--- config.mk ---
export PLATFORM = sky130hd
export DESIGN_NAME = logic_op_sequencer
export DESIGN_NICKNAME = d
export VERILOG_FILES = /design/src/rtl/logic_seq_pkg.sv /design/src/rtl/logic_op_sequencer.sv
export SDC_FILE = /design/constraint.sdc
export NUM_CORES = 1
export LEC_CHECK = 0
export BUFFER_PORTS_ARGS = -buffer_cell sky130_fd_sc_hd__buf_2
export CORE_ASPECT_RATIO = 1.1
export CORE_UTILIZATION = 45
export CTS_BUF_LIST = sky130_fd_sc_hd__clkbuf_4 sky130_fd_sc_hd__clkbuf_8 sky130_fd_sc_hd__clkbuf_16
export DETAILED_ROUTE_END_ITERATION = 10
export GPL_ROUTABILITY_DRIVEN = 0
export PLACE_DENSITY = 0.78
export SYNTH_ARGS = -nofsm -noshare
export SYNTH_HDL_FRONTEND = slang
export SYNTH_SLANG_ARGS = --single-unit
export TNS_END_PERCENT = 30
--- constraint.sdc ---
create_clock -name clk -period 1.83 [get_ports clk]
set_input_delay 0 -clock clk [delete_from_list [all_inputs] [get_ports clk]]
set_output_delay 0 -clock clk [all_outputs]
set_load 0.01 [all_outputs]
--- src/rtl/logic_seq_pkg.sv ---
// Shared encodings for the logic-unit sequencer: command ops, one-hot selects,
// FSM states and the op-to-select mapping.
package logic_seq_pkg;

    localparam logic [1:0] OP_AND  = 2'b00;
    localparam logic [1:0] OP_OR   = 2'b01;
    localparam logic [1:0] OP_XOR  = 2'b10;
    localparam logic [1:0] OP_RSVD = 2'b11;

    localparam logic [2:0] ONEHOT_AND  = 3'b001;
    localparam logic [2:0] ONEHOT_OR   = 3'b010;
    localparam logic [2:0] ONEHOT_XOR  = 3'b100;
    localparam logic [2:0] ONEHOT_NONE = 3'b000;

    typedef enum logic [1:0] {
        IDLE  = 2'd0,
        ISSUE = 2'd1,
        RESP  = 2'd2
    } seqState_t;

    // The reserved op maps to no select, so the logic unit never sees a multi-hot code.
    function automatic logic [2:0] opToOneHot(input logic [1:0] op);
        logic [2:0] oh;
        case (op)
            OP_AND:  oh = ONEHOT_AND;
            OP_OR:   oh = ONEHOT_OR;
            OP_XOR:  oh = ONEHOT_XOR;
            default: oh = ONEHOT_NONE;
        endcase
        return oh;
    endfunction

endpackage

--- src/rtl/logic_op_sequencer.sv ---
// Initiator-side controller for the one-hot-opcode logic unit.
// Define LOGIC_SEQ_ONEHOT_CHECK_EN to capture only the selected result and flag stray results.
//
// state | meaning
// IDLE  | waiting for a command (cmdReady=1)
// ISSUE | operands/opCode driven to the logic unit, result settles
// RESP  | result held on rspData/rspErr until consumed
module logic_op_sequencer
    import logic_seq_pkg::*;
#(
    parameter int WIDTH   = 4,
    parameter int OPCNT_W = 8
) (
    input  logic               clk,
    input  logic               rstN,
    input  logic               cmdValid,
    output logic               cmdReady,
    input  logic [1:0]         cmdOp,
    input  logic [WIDTH-1:0]   cmdA,
    input  logic [WIDTH-1:0]   cmdB,
    output logic [2:0]         luOpCode,
    output logic [WIDTH-1:0]   luA,
    output logic [WIDTH-1:0]   luB,
    input  logic [WIDTH-1:0]   luResultA,
    input  logic [WIDTH-1:0]   luResultO,
    input  logic [WIDTH-1:0]   luResultX,
    output logic               rspValid,
    input  logic               rspReady,
    output logic [WIDTH-1:0]   rspData,
    output logic               rspErr,
    output logic [OPCNT_W-1:0] opCount
);

    seqState_t state, stateNext;
    logic [WIDTH-1:0] issueData;
    logic             issueErr;

    assign cmdReady = (state == IDLE);
    assign rspValid = (state == RESP);

    always_ff @(posedge clk or negedge rstN) begin
        if (!rstN) state <= IDLE;
        else       state <= stateNext;
    end

    always_comb begin
        stateNext = state;
        case (state)
            IDLE: begin
                if (cmdValid) stateNext = (cmdOp == OP_RSVD) ? RESP : ISSUE;
            end
            ISSUE:   stateNext = RESP;
            RESP: begin
                if (rspReady) stateNext = IDLE;
            end
            default: stateNext = IDLE;
        endcase
    end

`ifdef LOGIC_SEQ_ONEHOT_CHECK_EN
    // A correct logic unit gates every non-selected bus to zero.
    always_comb begin
        issueData = '0;
        issueErr  = 1'b0;
        case (luOpCode)
            ONEHOT_AND: begin
                issueData = luResultA;
                issueErr  = (luResultO != '0) || (luResultX != '0);
            end
            ONEHOT_OR: begin
                issueData = luResultO;
                issueErr  = (luResultA != '0) || (luResultX != '0);
            end
            ONEHOT_XOR: begin
                issueData = luResultX;
                issueErr  = (luResultA != '0) || (luResultO != '0);
            end
            default: begin
                issueData = '0;
                issueErr  = 1'b0;
            end
        endcase
    end
`else
    always_comb begin
        issueData = luResultA | luResultO | luResultX;
        issueErr  = 1'b0;
    end
`endif

    always_ff @(posedge clk or negedge rstN) begin
        if (!rstN) begin
            luOpCode <= ONEHOT_NONE;
            luA      <= '0;
            luB      <= '0;
            rspData  <= '0;
            rspErr   <= 1'b0;
            opCount  <= '0;
        end else begin
            case (state)
                IDLE: begin
                    if (cmdValid) begin
                        luA      <= cmdA;
                        luB      <= cmdB;
                        luOpCode <= opToOneHot(cmdOp);
                        if (cmdOp == OP_RSVD) begin
                            rspData <= '0;
                            rspErr  <= 1'b1;
                        end
                    end
                end
                ISSUE: begin
                    rspData <= issueData;
                    rspErr  <= issueErr;
                end
                RESP: begin
                    if (rspReady) begin
                        luOpCode <= ONEHOT_NONE;
                        if (!rspErr) opCount <= opCount + OPCNT_W'(1);
                    end
                end
                default: ;
            endcase
        end
    end

endmodule

# Yosys cells after proc, flatten, opt, wreduce, memory -nomap -nowiden
# Cells that the tools add are included.
[op_classes]
bitwise = 3
n_addsub = 1
reduce_logical = 9
n_eq_ne = 8
n_mux = 14
[ops]
columns = ["operator", "count"]
rows = [
  ["$pmux W3 S3", 1],
  ["$reduce_and A3 Y1", 3],
  ["$add A8 B1 Y8 const B", 1],
  ["$mux W4", 2],
  ["$or A4 B4 Y4", 2],
  ["$pmux W4 S2", 1],
  ["$eq A2 B2 Y1 const B", 3],
  ["$mux W2", 3],
  ["$mux W3", 2],
  ["$pmux W2 S3", 1],
  ["$pmux W3 S2", 1],
  ["$eq A2 B1 Y1 const B", 2],
  ["$logic_not A2 Y1", 2],
  ["$ne A2 B1 Y1 const B", 2],
  ["$reduce_and A2 Y1", 2],
  ["$reduce_bool A2 Y1", 2],
  ["$mux W1", 2],
  ["$ne A2 B2 Y1 const B", 1],
  ["$pmux W1 S2", 1],
  ["$not A1 Y1", 1],
]
[totals]
wordCells = 42
register_bits = 26
inputBits = 26

# Longest topological paths before layout
[logic_depth]
ltp_word = 4
depth_mapped = 4
depth_no_buf = 4

# Worst setup path after synthesis
# No wires, ideal clock.
[synth_timing]
path_kind = "register to register"
startpoint = "register state[1]"
endpoint = "register luA[0]"
stages_incl_launch_ff = 4
path_slack_ns = 0.465
arrival_ns = 1.240
required_time_ns = 1.705
cell_sequence = "dfrtp_1 > nor3b_2 > buf_4 > mux2_2"
[synth_between]
elab_chain_len = 2
[synth_lines]
columns = ["item", "line_no", "rtl"]
rows = [
  ["start: declaration", "logic_op_sequencer.sv:34", "seqState_t state, stateNext;"],
  ["start signal: assignment", "logic_op_sequencer.sv:43", "else state <= stateNext;"],
  ["$logic_not A2 Y1", "logic_op_sequencer.sv:100", "case (state)"],
  ["$reduce_and A2 Y1 (no source line)", "--", ""],
  ["end signal: assignment", "logic_op_sequencer.sv:103", "luA <= cmdA;"],
  ["end: declaration", "logic_op_sequencer.sv:22", "output logic [WIDTH-1:0] luA,"],
]
# Every way passes these cells.
# A chain may end at the register's enable or synchronous reset.

# Worst setup path after layout
[layout_timing]
startpoint = "register state[1]"
endpoint = "register state[0]"
[layout_between]
elab_chain_len = 3
[layout_lines]
columns = ["item", "line_no", "rtl"]
rows = [
  ["$eq A2 B2 Y1 or $logic_not A2 Y1 (tied branches)", "logic_op_sequencer.sv:48", "case (state)"],
  ["$ne A2 B1 Y1 (no source line) or $ne A2 B2 Y1 (tied branches)", "--", ""],
  ["$reduce_and A2 Y1 (no source line)", "--", ""],
]
# Several ways; a longest one is shown, not always the timed one.

==> impl_metrics.toml <==
[timing]
slew_headroom = 0.627
drv_slew = 0
fmax_mhz = 590
period_minus_slack_ns = 1.69
tightest_slew_ns = 0.560
setup_viol = 0
final_hold_viol_count = 0
setup_tns_ns = 0
fin_crit_sh = 0.926
rsz0062_at_grt = "no"
finalClockSkew_ns = 0.00162

[worst_setup_path]
crit_type = "reg -> reg"
worstRegToRegCells = 4
crit_arrival_ns = 1.95
critPathRequiredTime_ns = 2.08
start_kind = "register"
endpoint_kind = "register"
critPathMaxFanout = 13

[cts]
cts_buffer_depth = 2
clk-insertion-delay-late_ns = 0.30
cts_buffers = 3
cts.sinks = 26
htree_levels = 1
path_clk_slew_ns = 0.13
root_buffer = "clkbuf_4"
ctsResizeCount = 0
cts_tree = "built"

[synthesis]
synth-async-reset-ratio = 1.00
yosys-top-cells-count = "dfrtp_1 (26), mux2_2 (8), nand2_1 (7)"
synth_seq_cells = 26
seq_area_frac_synth = 0.592
synth.top_cell.area_share = 0.592
syn_inst = 83
synth_fa_ha_area_frac = 0.0114
syn_area_um2 = 1100
synth_top_cell_by_area = "dfrtp_1"
yosysMostFrequentCell = "dfrtp_1"
netlist_top_cells_area = "dfrtp_1 (59%), mux2_2 (8.2%), o2bb2ai_1 (3.2%), xnor2_1 (3.2%), a32o_1 (2.7%)"
synth_cell_types = 26
synthSimpleGateAreaFrac = 0.155
synth_xor_area_frac = 0.0557
syn_avg_cell_area_um2 = 13.3
synthFlopType = "dfrtp_1"
muxShareOfSynthArea = 0.0819
synth_top_family_by_area = "simple AND/OR/NAND/NOR gates"
synth_fp_nets = 110
synth-edff-count = 0
synth_compound_area_frac = 0.0876
yosys_warnings = 0

[die]
core-area_um2 = 2270
die_w_um = 49.1
rows = 18
chipHeight_um = 53.9
start_util = 0.483
die_area_um2 = 2650
io-pin-count = 52

[pwr]
power_density_nw_per_um2 = 1190
vdd_ir_drop_max_mv = 0.847
p_total_mw = 1.95
p_leak_nw = 0.820

[routing]
final_antenna_net_count = 0
met2WireLength_um = 1310
wl_met1_um = 1070
drc_errors = 0
via_per_inst = 4.95
vias = 935
first_iter_violations = 6
drt-wirelength-per-cell_um = 13.3
wl_um = 2520
wl_met3_um = 132
maxUsedRoutingLayer = "met4"
first_pass_iters = 4

[placement]
placed_area_um2 = 1390
io_buffers = 51
dp.cells = 164
dp_hpwl_um = 1710

[final_layout]
nNetsFinal = 187
seqCellArea_um2 = 651
drive_gt1_frac = 0.434
nFillCells = 178
multi_input_area_um2 = 430
n_antenna_cell = 0
final_core_util = 0.721
final_cells = 189
area_growth_pct = 49.0
finalInstanceArea_um2 = 1640

[status]
status = "finished clean"

[global_routing]
grtUsageTotal = 0.204
grt_pass1_vias = 943
grt_max_degree = 27
overflow = 0
antenna_found_initial = 0
grt_pass1_wl_um = 4040

[min_path]
hold_path_class = "in -> reg"
hold_depth = 3

[flow_run]
maxCapViolations = 0
-- path summary, 6_finish.rpt --
path                                              start                       to  slack, ns
worst min-delay path                           cmdValid       rspErr$_DFFE_PN0P_       0.13
worst min register to register  luOpCode[2]$_DFFE_PN0P_  luOpCode[2]$_DFFE_PN0P_       0.50
min in group asynchronous                          rstN   opCount[0]$_DFFE_PN0P_       0.20
worst max-delay path               state[1]$_DFFE_PN0P_     state[0]$_DFFE_PN0P_       0.14
worst max register to register     state[1]$_DFFE_PN0P_     state[0]$_DFFE_PN0P_       0.14
max in group asynchronous                          rstN  luOpCode[2]$_DFFE_PN0P_       1.26
-- flip-flops by register name, indices dropped and copies added (netlist names) --
register	flops
opCount	8
luA	4
luB	4
rspData	4
luOpCode	3
state	2
rspErr	1
-- metrics by stage --
step	setup WS, ns	hold WS (ns)
floorplan	0.465	-0.296
global placement	0.531	0.0144
detailed placement	0.481	0.0159
CTS	0.132	0.123
global route	0.0747	0.127
finish	0.135	0.131
-- final cells by class --
cell class,count,share of cell area
clock buffer,4,0.0221
sequential,26,0.397
multi-input combinational,53,0.263
tap,30,0.0229
timing repair buffer,73,0.289
inverter,3,0.00687
-- logic make-up (layout without fill, tap and decap cells) --
logic type / Yosys count / in the layout
mux: 8 / 8
compound gates: 12 / 12
flops: 26 / 26
fa+ha+maj: 1 / 1
xor+xnor: 7 / 7
simple gates: 25 / 25
buf+inv: 4 / 80
-- power by group --
group | switching [mW] | internal [mW] | leakage [nW] | total (mW)
registers | 0.163 | 0.773 | 0.326 | 0.935
logic | 0.347 | 0.396 | 0.473 | 0.743
clock network | 0.155 | 0.121 | 0.0210 | 0.277
-- routing by layer --
layer / vias up / GRT usage
met3: 2 / 0.0424
met4: 0 / 0.0441
met1: 443 / 0.240
met2: 39 / 0.386
met5: - / 0
li1: 451 / -
-- what timing repair did --
item | in CTS | in global routing
setup buffers | 0 | 0
setup endpoints to repair | 0 | 0
hold buffers | 21 | 0
hold endpoints to repair | 42 | 0
-- critical path, stage by stage, from the launching register on --
cell and delay [ns]:
dfrtp_1 0.50, nor3b_2 0.18, buf_4 0.22, a21boi_0 0.18
dlygate4sd3_1 0.57
-- layout by cell type, fill, tap and decap left out, drive strengths merged, types with 2 or more instances in the layout --
cell type / instances
clkbuf: 4
mux2: 8
dfrtp: 26
xnor2: 4
nand2b: 2
dlygate4sd3: 21
nand2: 7
a32o: 3
o2bb2ai: 4
inv: 3
xor2: 3
nand4: 2
nor3: 6
buf: 52
(Power assumes the default switching activity.)
